`config.mk`:
```
export PLATFORM = sky130hd
export DESIGN_NAME = start_guard
export DESIGN_NICKNAME = d
export VERILOG_FILES = /design/src/rtl/start_guard.sv
export SDC_FILE = /design/constraint.sdc
export NUM_CORES = 1
export LEC_CHECK = 0
export ABC_AREA = 1
export CAP_MARGIN = 0
export CORE_ASPECT_RATIO = 1.1
export CORE_MARGIN = 3
export CORE_UTILIZATION = 48
export CTS_CLUSTER_DIAMETER = 30
export DETAILED_ROUTE_END_ITERATION = 6
export PLACE_DENSITY_LB_ADDON = 0.1
export SLEW_MARGIN = 20
export SYNTH_ARGS = -nofsm -noshare
export SYNTH_HDL_FRONTEND = slang
export SYNTH_SLANG_ARGS = --single-unit
```
`constraint.sdc`:
```
create_clock -name clk -period 2.4 [get_ports clk]
set_clock_uncertainty 0.2 [all_clocks]
set_input_delay 0.36 -clock clk [delete_from_list [all_inputs] [get_ports clk]]
set_output_delay 0.36 -clock clk [all_outputs]
set_load 0.005 [all_outputs]
```
`src/rtl/start_guard.sv`:
```
`default_nettype none
// ============================================================================
// Module      : start_guard
// Description : Restart-loop guard and write arbiter for the start-table port.
// Revision    : 1.0  initial release
// ============================================================================
module start_guard #(
  parameter int         STABLE_CYCLES = 25_000_000,
  parameter logic [3:0] LIMIT_DEF     = 4'd3
) (
  input  logic        clk,
  input  logic        rst_n,
  input  logic        cpu_start_wr,
  input  logic [15:0] cpu_start_data,
  input  logic        cfg_wr,
  input  logic [7:0]  cfg_data,
  output logic        start_wr,
  output logic [15:0] start_data,
  output logic [15:0] status
);

  localparam int              C_TW         = (STABLE_CYCLES > 2) ? $clog2(STABLE_CYCLES) : 1;
  localparam logic [C_TW-1:0] C_TIMER_LAST = C_TW'(STABLE_CYCLES - 1);
  localparam logic [15:0]     C_DISARM_CMD = 16'h0004;

  localparam logic [1:0] S_CHECK  = 2'd0;
  localparam logic [1:0] S_DISARM = 2'd1;
  localparam logic [1:0] S_RUN    = 2'd2;
  localparam logic [1:0] S_STABLE = 2'd3;

  // Configuration-time values only: these must survive rst_n so the guard
  // can count resets across them.
  logic [3:0] r_rst_cnt  = 4'd0;
  logic [3:0] r_limit    = LIMIT_DEF;
  logic       r_tripped  = 1'b0;
  logic       r_rst_prev = 1'b1;

  logic [1:0]      r_state;
  logic [C_TW-1:0] r_timer;
  logic            r_pend_v;
  logic [15:0]     r_pend_data;

  logic w_expire;
  logic w_disarm;

  assign w_expire = (r_state == S_RUN) && (r_timer == C_TIMER_LAST);
  assign w_disarm = (r_state == S_DISARM);

  always_ff @(posedge clk) begin
    r_rst_prev <= rst_n;
    if (!rst_n) begin
      if (r_rst_prev && (r_rst_cnt != 4'hF))
        r_rst_cnt <= r_rst_cnt + 4'd1;
    end else begin
      if (w_expire || (cfg_wr && cfg_data[4]))
        r_rst_cnt <= 4'd0;
      if (cfg_wr)
        r_limit <= cfg_data[3:0];
      // A guard trip in the same cycle as a clear leaves the flag set.
      if (w_disarm)
        r_tripped <= 1'b1;
      else if (cfg_wr && cfg_data[5])
        r_tripped <= 1'b0;
    end
  end

  always_ff @(posedge clk) begin
    if (!rst_n) begin
      r_state     <= S_CHECK;
      r_timer     <= '0;
      r_pend_v    <= 1'b0;
      r_pend_data <= 16'h0000;
    end else begin
      case (r_state)
        S_CHECK:  r_state <= ((r_limit != 4'd0) && (r_rst_cnt >= r_limit)) ? S_DISARM : S_RUN;
        S_DISARM: r_state <= S_RUN;
        S_RUN: begin
          if (w_expire)
            r_state <= S_STABLE;
          else
            r_timer <= r_timer + C_TW'(1);
        end
        default:  r_state <= S_STABLE;
      endcase
      // A CPU write that collides with the guard, or arrives while one is
      // still queued, goes through the one-deep pend register in order.
      if (w_disarm || r_pend_v) begin
        r_pend_v <= cpu_start_wr;
        if (cpu_start_wr)
          r_pend_data <= cpu_start_data;
      end
    end
  end

  always_comb begin
    start_wr   = 1'b0;
    start_data = 16'h0000;
    if (rst_n) begin
      if (w_disarm) begin
        start_wr   = 1'b1;
        start_data = C_DISARM_CMD;
      end else if (r_pend_v) begin
        start_wr   = 1'b1;
        start_data = r_pend_data;
      end else if (cpu_start_wr) begin
        start_wr   = 1'b1;
        start_data = cpu_start_data;
      end
    end
  end

  assign status = {7'b0, r_tripped, r_limit, r_rst_cnt};

endmodule
`default_nettype wire

```
* Word level (Yosys, flattened, before mapping)
Cells that the tools add are included.
** Word-level totals
- Word-level logic and storage cells :: 49
- Input bits :: 28
- Memory bits (read-only) :: 0
- Memories kept :: 0
- Memory bits (writable) :: 0
- Latch bits :: 0
- Register bits :: 54
** Cells by class
- Mux-type cells :: 15
- Bitwise operators :: 1
- Div/mod/pow operators :: 0
- Order comparisons :: 1
- Equal/unequal tests :: 6
- Reductions and logical operators :: 16
- $add $sub $neg :: 2
- Multiply operators :: 0
- Shift operators :: 0
** Operator list (number)
- 16-bit 2-to-1 mux :: 4
- 25-bit by 1-bit adder with 25-bit output, second input constant :: 1
- 25-bit equality test, second input constant :: 1
- 4-bit 2-to-1 mux :: 3
- 2-bit AND reduction :: 5
- 2-bit case mux with 3 select lines :: 1
- 1-bit logical AND :: 5
- 1-bit 2-to-1 mux :: 5
- 4-bit by 1-bit adder with 4-bit output, second input constant :: 1
- 4-bit greater-or-equal comparator :: 1
- 2-bit 2-to-1 mux :: 2
- 4-bit != test, second input constant :: 1
- 2-bit nonzero test :: 2
- 4-bit nonzero test :: 1
- 2-bit by 1-bit equality test with 1-bit output, second input constant :: 1
- 2-bit equality test, second input constant :: 1
- 2-bit zero test :: 1
- 1-bit logical OR :: 2
- 2-bit by 1-bit != test with 1-bit output, second input constant :: 1
- 2-bit != test, second input constant :: 1
- 1-bit NOT :: 1

* Depth between registers and ports, before layout
Gate-level depths: netlist of the first run.
- Depth in word-level cells :: 5
- Mapped depth :: 11
- Gate-level depth less buffers :: 10

* Least setup slack after synthesis of the first run
No wires, ideal clock.
- Path type :: register to register
- Start :: register r_timer[0]
- End :: register r_rst_cnt[0] (enable)
- Slack :: 0.324 ns
- Period minus slack after synthesis :: 2.076 ns
- Buffers on the path :: 0
- Arrival time :: 1.504 ns
- Data required time :: 1.827 ns
- Library setup time :: 0.373 ns
- Stages on the path, launching flop included :: 8
- Path through :: dfxtp_1 > ha_1 > nand2_2 > nor2_4 > nand2_2 > nor2_4 > nand3_4 > o31ai_1
** On the way
- Cells in the longest elaborated chain, start to end :: 5
** RTL lines
- start: declaration :: line 39 : logic [C_TW-1:0] r_timer;
- start signal: assignment :: line 81 : r_timer <= r_timer + C_TW'(1);
- 25-bit equality test :: line 46 : assign w_expire = (r_state == S_RUN) && (r_timer == C_TIMER_LAST);
- 1-bit logical AND :: line 46
- 1-bit logical OR :: line 55 : if (w_expire || (cfg_wr && cfg_data[4]))
- 2-bit by 1-bit != test with 1-bit output (no line)
- 2-bit AND reduction (no line)
- end signal: assignment :: line 53 : r_rst_cnt <= r_rst_cnt + 4'd1;
- end: declaration :: line 33 : logic [3:0] r_rst_cnt = 4'd0;
No other way between the ends.
A chain may end at the register's enable or synchronous reset.

* Final worst setup path of the first run
- Start :: input cpu_start_wr
- End :: output start_wr
** On the way
- Cells in the longest elaborated chain, start to end :: 4
** RTL lines
- start: declaration :: line 13 : input logic cpu_start_wr,
- 1-bit 2-to-1 mux :: line 105 : end else if (cpu_start_wr) begin
- 1-bit 2-to-1 mux :: line 102 : end else if (r_pend_v) begin
- 1-bit 2-to-1 mux :: line 99 : if (w_disarm) begin
- 1-bit 2-to-1 mux :: line 98 : if (rst_n) begin
- end: declaration :: line 17 : output logic start_wr,
No other way between the ends.

==> impl_results.md, run 1 <==
- Top_reg_cell synth: dfxtp_1
- Fillers: 561
- CTS Root Cell: clkbuf_8
- Grt total ovfl: 0
- Diodes inserted: 0
- Vias in the first global route: 2,728
- Cts-stage hold buffer count: 0
- Drt via density: 5.07
- Die height: 89.4 um
- Pin count of the biggest net entering global routing: 28
- Max_slew headroom: 0.655
- Pwr dens: 499 nW/um^2
- Final hold vios: 0
- CP required: 1840 ps
- Net Sw Frac: 0.277
- Later-pin clock latency in the skew report: 320 ps
- Worst vdd ir: 0.330 mV
- Cell Area, Synth: 3040 sq um
- Vias: 2,898
- Clock share of power: 0.286
- Worst Slack Setup Final: 175 ps
- Fin crit period: 2220 ps
- Global-route wire length before repair: 11.9 mm
- Synth unique cells: 34
- HP Class: reg -> reg
- Final Non-Filler Cells: 572
- GR Layer Usage met1: 0.255
- # IOs: 61
- Clock buffer depth: 2
- Register area: 1170 sq um
- Hpwl dp: 5.09 mm
- Clock transition at path regs: 90 ps
- Area grow syn2layout: 24.5%
- Global Route Usage Sum: 0.206
- Synth Register Bits: 54
- Multi-input combinational cell area: 1620 sq um
- Drt total wl: 7.07 mm
- EDFF count, synth: 9
- Worst hold margin: 295 ps
- CP Max Fanout: 2
- RD Place Congestion: 0.854
- Antenna Nets Post-Route: 0
- Slew Viols, Final: 0
- Status: complete, no violations
- Die Width: 81.8 um
- Post-Syn Instances: 441
- Starting density of the core: 0.510
- Most frequent cells in the layout: nor2_1, nand2_1, dfxtp_1, clkdlybuf4s50_1, inv_1
- TritonRoute pass-1 iters: 4
- Mux cell area share after synthesis: 0
- # clock sinks: 54
- Tightest Pin Transition: 517 ps
- CTS tree: yes
- Share of layout cells above drive strength 1: 0.0687
- Commonest non-fill, non-tap cell in the layout: nor2_1
- Combinational share of power: 0.182
- Largest family of logic cells by synthesized area: simple AND/OR/NAND/NOR gates
- Maxcap violations: 0
- DP Cell Count: 563
- Layout Nets: 528
- Post-synthesis simple-gate area fraction: 0.332
- Post-route DRC: 0
- DIE AREA: 7320 sq um
- Kind of end point of the critical path: output port
- CTS Buf Count: 5
- Share of flip-flops with an asynchronous set or reset: 0
- CP arrival: 1660 ps
- Post-synthesis sequential area ratio: 0.386
- Core Region: 5950 sq um
- H-tree depth: 2
- Grt met2 use: 0.359
- Fin crit share: 0.927
- Synth Area in Compound Gates: 0.120
- Detailed Route Iter0 Violations: 148
- Max Fclk: 450 MHz
- Post-CTS Setup Repair Bufs: 0
- Row cnt: 29
- Worst setup SP type: primary input
- Dpl ws: -83.8 ps
- RSZ-0062 raised after global routing: false
- Sw power: 0.523 mW
- Post-Route Utilization: 0.635
- Syn_area_per_cell: 6.88 sq um
- I/O Buffers: 51
- Synth warnings: 0
- Setup violators final: 0
- Initial antenna violation count: 0
- Cell Int Power: 1.36 mW
- Leakage power: 1.64 nW
- Top Usage Layer GRT: met2
- Xor and xnor area share after synthesis: 0.0462
- DR WL/cell: 12.4 um
- Adder-Cell Fraction of Synth Area: 0.0247
- Met3 Track Usage GR: 0.0484
- WS Path Type: in -> out
- Sequential share of power: 0.532
routing by layer:
| layer | share of wire | vias up |
|---|---|---|
| li1 | - | 1519 |
| met3 | 0.051 | 6 |
| met5 | 0 | - |
| met1 | 0.46 | 1312 |
| met4 | 0.010 | 0 |
| met2 | 0.48 | 61 |
flip-flops by register name (all words and copies together) (netlist names):
name	cells
r_pend_v	1
r_rst_prev	1
r_state	2
r_pend_data	16
r_rst_cnt	4
r_limit	4
r_timer	25
r_tripped	1
through the flow:
stage               instance area (sq um)  TNS [ps]  total power [mW]
finish                               3780         0              1.88
global placement                     3620      -260              1.36
detailed placement                   3620      -207              1.37
global route                         3780         0              1.99
CTS                                  3720      -202              1.89
floorplan                            3060         0              1.22
path summary, 6_finish.rpt:
| kind | cells past startpoint | start | endpoint | slack (ps) |
|---|---|---|---|---|
| min reg2reg | 2 | r_pend_data[9]$_SDFFE_PN0P_ | r_pend_data[9]$_SDFFE_PN0P_ | 300 |
| max | 5 | cpu_start_wr | start_wr | 180 |
| max reg2reg | 10 | r_timer[0]$_SDFFE_PN0P_ | r_timer[0]$_SDFFE_PN0P_ | 250 |
| min | 2 | r_pend_data[9]$_SDFFE_PN0P_ | r_pend_data[9]$_SDFFE_PN0P_ | 300 |
area by class of cell:
cell class	count	share of cell area
sequential	54	0.310
clock buffer	7	0.0228
inverter	37	0.0368
clock inverter	1	0.00132
tap	77	0.0255
multi-input combinational	333	0.429
timing repair buffer	63	0.174
power groups by stage:
| stage | combinational (mW) | sequential (mW) | clock, mW |
|---|---|---|---|
| 2_1_floorplan | 0.205 | 1.01 | 0 |
| 3_3_place_gp | 0.337 | 1.02 | 0 |
| 3_5_place_dp | 0.344 | 1.02 | 0 |
| 4_1_cts | 0.346 | 1.00 | 0.546 |
| 5_1_grt | 0.385 | 1.01 | 0.592 |
| 6_report | 0.343 | 1.00 | 0.539 |
synthesized netlist by cell type, types with 5 or more instances:
master,n,area share
inv_1,30,0.037
clkbuf_1,9,0.011
xnor2_1,5,0.014
dfxtp_1,45,0.30
edfxtp_1,9,0.089
a22oi_1,16,0.040
inv_2,5,0.0062
nor2_1,107,0.13
buf_4,8,0.020
nand2_1,94,0.12
xor2_1,11,0.032
nand3_1,21,0.035
nand4_1,9,0.019
ha_1,6,0.025
o21ai_0,18,0.030
a21oi_1,21,0.035
worst max-delay path: stages:
cell and delay, ps:
clkdlybuf4s50_1 480, buf_4 120, nor2_1 40, a21oi_1 140
clkdlybuf4s50_1 530
cells by family after synthesis:
kind of cell / count (synthesis)
flip-flops: 54
AND/OR/NAND/NOR: 242
XOR/XNOR: 16
other: 1
adder cells (fa/ha/maj): 6
buffers and inverters: 60
AO/OA/AOI/OAI: 62
repair_timing:
| item | CTS | global route |
|---|---|---|
| endpoints found under the hold margin | 0 | 0 |
| resized for setup | 3 | 21 |
| gates cloned | 1 | 0 |
| endpoints found under the setup margin | 13 | 15 |
| pin swaps | 1 | 1 |
No activity file was read; power rests on OpenSTA's default activity.
==> run 2, diff against run 1 <==
Settings changed: SLEW_MARGIN 20 to unset.
==> results of run 2 <==
Same layout as run 1: the final DEF is identical, and so are final timing and power.
==> run 3, diff against run 2 <==
Settings changed: ABC_AREA 1 to unset.
==> run 3 against run 2 <==
Effect of this change: sequential share of layout area grew 2.1 points; total power down 3.7%; non-clock buffer count grew 6; critical path type unchanged.
==> impl_results.md, run 3 <==
- Reg2reg path depth: 5
- Most flop-heavy register: r_timer
- CP Max Fanout: 15
- Max Fclk: 438 MHz
- TritonRoute pass-1 iters: 5
- CTS tree: yes
- Post-synth top area cell: dfxtp_1
- Hpwl dp: 4.17 mm
- # clock sinks: 54
- Final hold vios: 0
- Hold endpoint: r_pend_data[13]$_SDFFE_PN0P_
- Layout Nets: 423
- Top_reg_cell synth: dfxtp_1
- Placed inst area: 3430 sq um
- Worst vdd ir: 0.254 mV
- WS Path Type: in -> out
- Fin crit period: 2280 ps
- Hold path depth: 2
- Status: complete, no violations
- EDFF count, synth: 9
- Maxcap violations: 0
- Ranking of synthesized cells by area: dfxtp_1, edfxtp_1, nand2_1, a21boi_0, nor2_1
- Global Route Usage Sum: 0.183
- Most frequent cells in the layout: nand2_1, clkdlybuf4s50_1, dfxtp_1, nor2_1, a21boi_0
- Post-CTS Setup Repair Bufs: 0
- Diodes inserted: 0
- Antenna Nets Post-Route: 0
- Later-pin clock latency in the skew report: 310 ps
- R2R Path Start: r_timer[2]$_SDFFE_PN0P_
- Cts-stage hold buffer count: 0
- Clock buffer depth: 2
- DIE AREA: 6740 sq um
- Share of flip-flops with an asynchronous set or reset: 0
- Starting density of the core: 0.505
- Pin count of the biggest net entering global routing: 27
- RD Place Congestion: 0.780
- Slew Viols, Final: 0
- Grt total ovfl: 0
- H-tree depth: 2
- CTS Buf Count: 5
- Cell Area, Synth: 2780 sq um
- Synth unique cells: 44
- Synth Register Bits: 54
- # IOs: 61
- Leakage power: 1.40 nW
- Post-Syn Instances: 332
- Post-Route Utilization: 0.645
- Kind of end point of the critical path: output port
- Detailed Route Iter0 Violations: 111
- DR WL/cell: 12.3 um
- Die height: 85.8 um
- CTS Root Cell: clkbuf_8
- Vias in the first global route: 2,346
- Hold Startpoint: r_pend_data[13]$_SDFFE_PN0P_
- Max FFs per register: 25
- Share of layout cells above drive strength 1: 0.0949
- Post-route DRC: 0
- RSZ-0062 raised after global routing: false
- Clock transition at path regs: 100 ps
- Largest regs: r_timer (25), r_pend_data (16)
- Drt total wl: 5.73 mm
- Drt via density: 5.09
- CP required: 1840 ps
- HP Class: reg -> reg
- Global-route wire length before repair: 10.1 mm
- CP arrival: 1720 ps
- Fin area: 3550 sq um
- Commonest non-fill, non-tap cell in the layout: nand2_1
- Area grow syn2layout: 27.6%
- Post-synth top area share: 0.324
- FF-to-FF setup slack: 220 ps
- FF-to-FF End: r_rst_cnt[1]$_SDFFCE_PP0P_
- Vias: 2,366
- Core Region: 5500 sq um
- Tightest Pin Transition: 524 ps
- I/O Buffers: 51
- Setup violators final: 0
- Die Width: 78.6 um
- Synth warnings: 0
- Pwr dens: 512 nW/um^2
- Syn_area_per_cell: 8.37 sq um
- Worst setup SP type: primary input
- Fin crit share: 0.952
- Row cnt: 28
- Final Power: 1.82 mW
- Initial antenna violation count: 0
- Top cells by instance count after synthesis: nand2_1, dfxtp_1, nor2_1, a21boi_0
- Max_slew headroom: 0.646
- Post-synthesis sequential area ratio: 0.421
- Top-count cell post-synth: nand2_1
[run 3: changes by cell type after synthesis, moves of 6 or more]
cell / delta
nor2_1: -73
nand2_1: -33
inv_1: -25
a21boi_0: +20
o21ai_0: -16
and2_1: +15
a22oi_1: -11
a21oi_1: -9
nor2b_1: +7
nand3_1: -6
nand4_1: -6
xnor2_1: +6
[run 3: worst max-delay path by stage]
stage / start / endpoint / depth (start not counted)
2_1_floorplan: r_timer[0]$_SDFFE_PN0P_ / r_timer[7]$_SDFFE_PN0P_ / 8
3_3_place_gp: cpu_start_wr / start_data[10] / 6
3_5_place_dp: cpu_start_wr / start_data[11] / 6
4_1_cts: r_state[0]$_SDFFE_PN0N_ / start_data[15] / 5
5_1_grt: r_pend_v$_SDFFE_PN0N_ / start_data[2] / 5
6_report: rst_n / start_data[10] / 5
[run 3: cells by family after synthesis]
logic type / synth area share
and+or+nand+nor: 0.282
AOI/OAI and AO/OA: 0.155
DFF: 0.421
buffers and inverters: 0.0599
xor gates and xnor gates: 0.0536
adders and majority gates: 0.0270
other: 0.00135
[run 3: final cells by class]
type | count | area [sq um]
Tap cell | 75 | 93.8
Timing Repair Buffer | 69 | 694
Clock inverter | 2 | 17.5
Multi-Input combinational cell | 254 | 1480
Fill cell | 495 | 1950
Sequential cell | 54 | 1170
Clock buffer | 6 | 72.6
Inverter | 5 | 18.8
[run 3: metal layers]
layer / track usage / vias to the layer above / wire, um / share of wire
met5: 0 / - / 0 / 0
met4: 0.0604 / 0 / 55 / 0.0096
met3: 0.0462 / 4 / 226 / 0.039
met2: 0.302 / 50 / 2810 / 0.49
met1: 0.232 / 1080 / 2640 / 0.46
li1: - / 1232 / - / -
[run 3: metrics by stage]
stage          cells  hold slack [ps]  setup TNS (ps)  worst slack (ps)
2_1_floorplan    338              188               0               272
3_3_place_gp     457              249            -414             -80.1
3_5_place_dp     457              260            -316             -61.3
4_1_cts          465              275               0              15.2
5_1_grt          465              298               0              27.2
6_report         465              271               0               115
[run 3: where the power goes]
group          internal (mW)  switching, mW  leakage, nW  total (mW)
Combinational          0.174          0.141        0.898       0.314
Clock                  0.212          0.306       0.0458       0.518
Sequential             0.957         0.0260        0.451       0.983
Total                   1.34          0.472         1.40        1.82
[run 3: timing repair]
| item | in CTS | in global routing |
|---|---|---|
| endpoints found under the hold margin | 0 | 0 |
| pin swaps | 0 | 0 |
| cloned | 0 | 0 |
| setup endpoints to repair | 11 | 16 |
| gates resized for setup | 1 | 10 |
[run 3: critical path: stages]
cell and delay, ps:
clkdlybuf4s50_1 530, nand2b_4 70, buf_12 140, nor2_1 110, clkdlybuf4s50_1 510
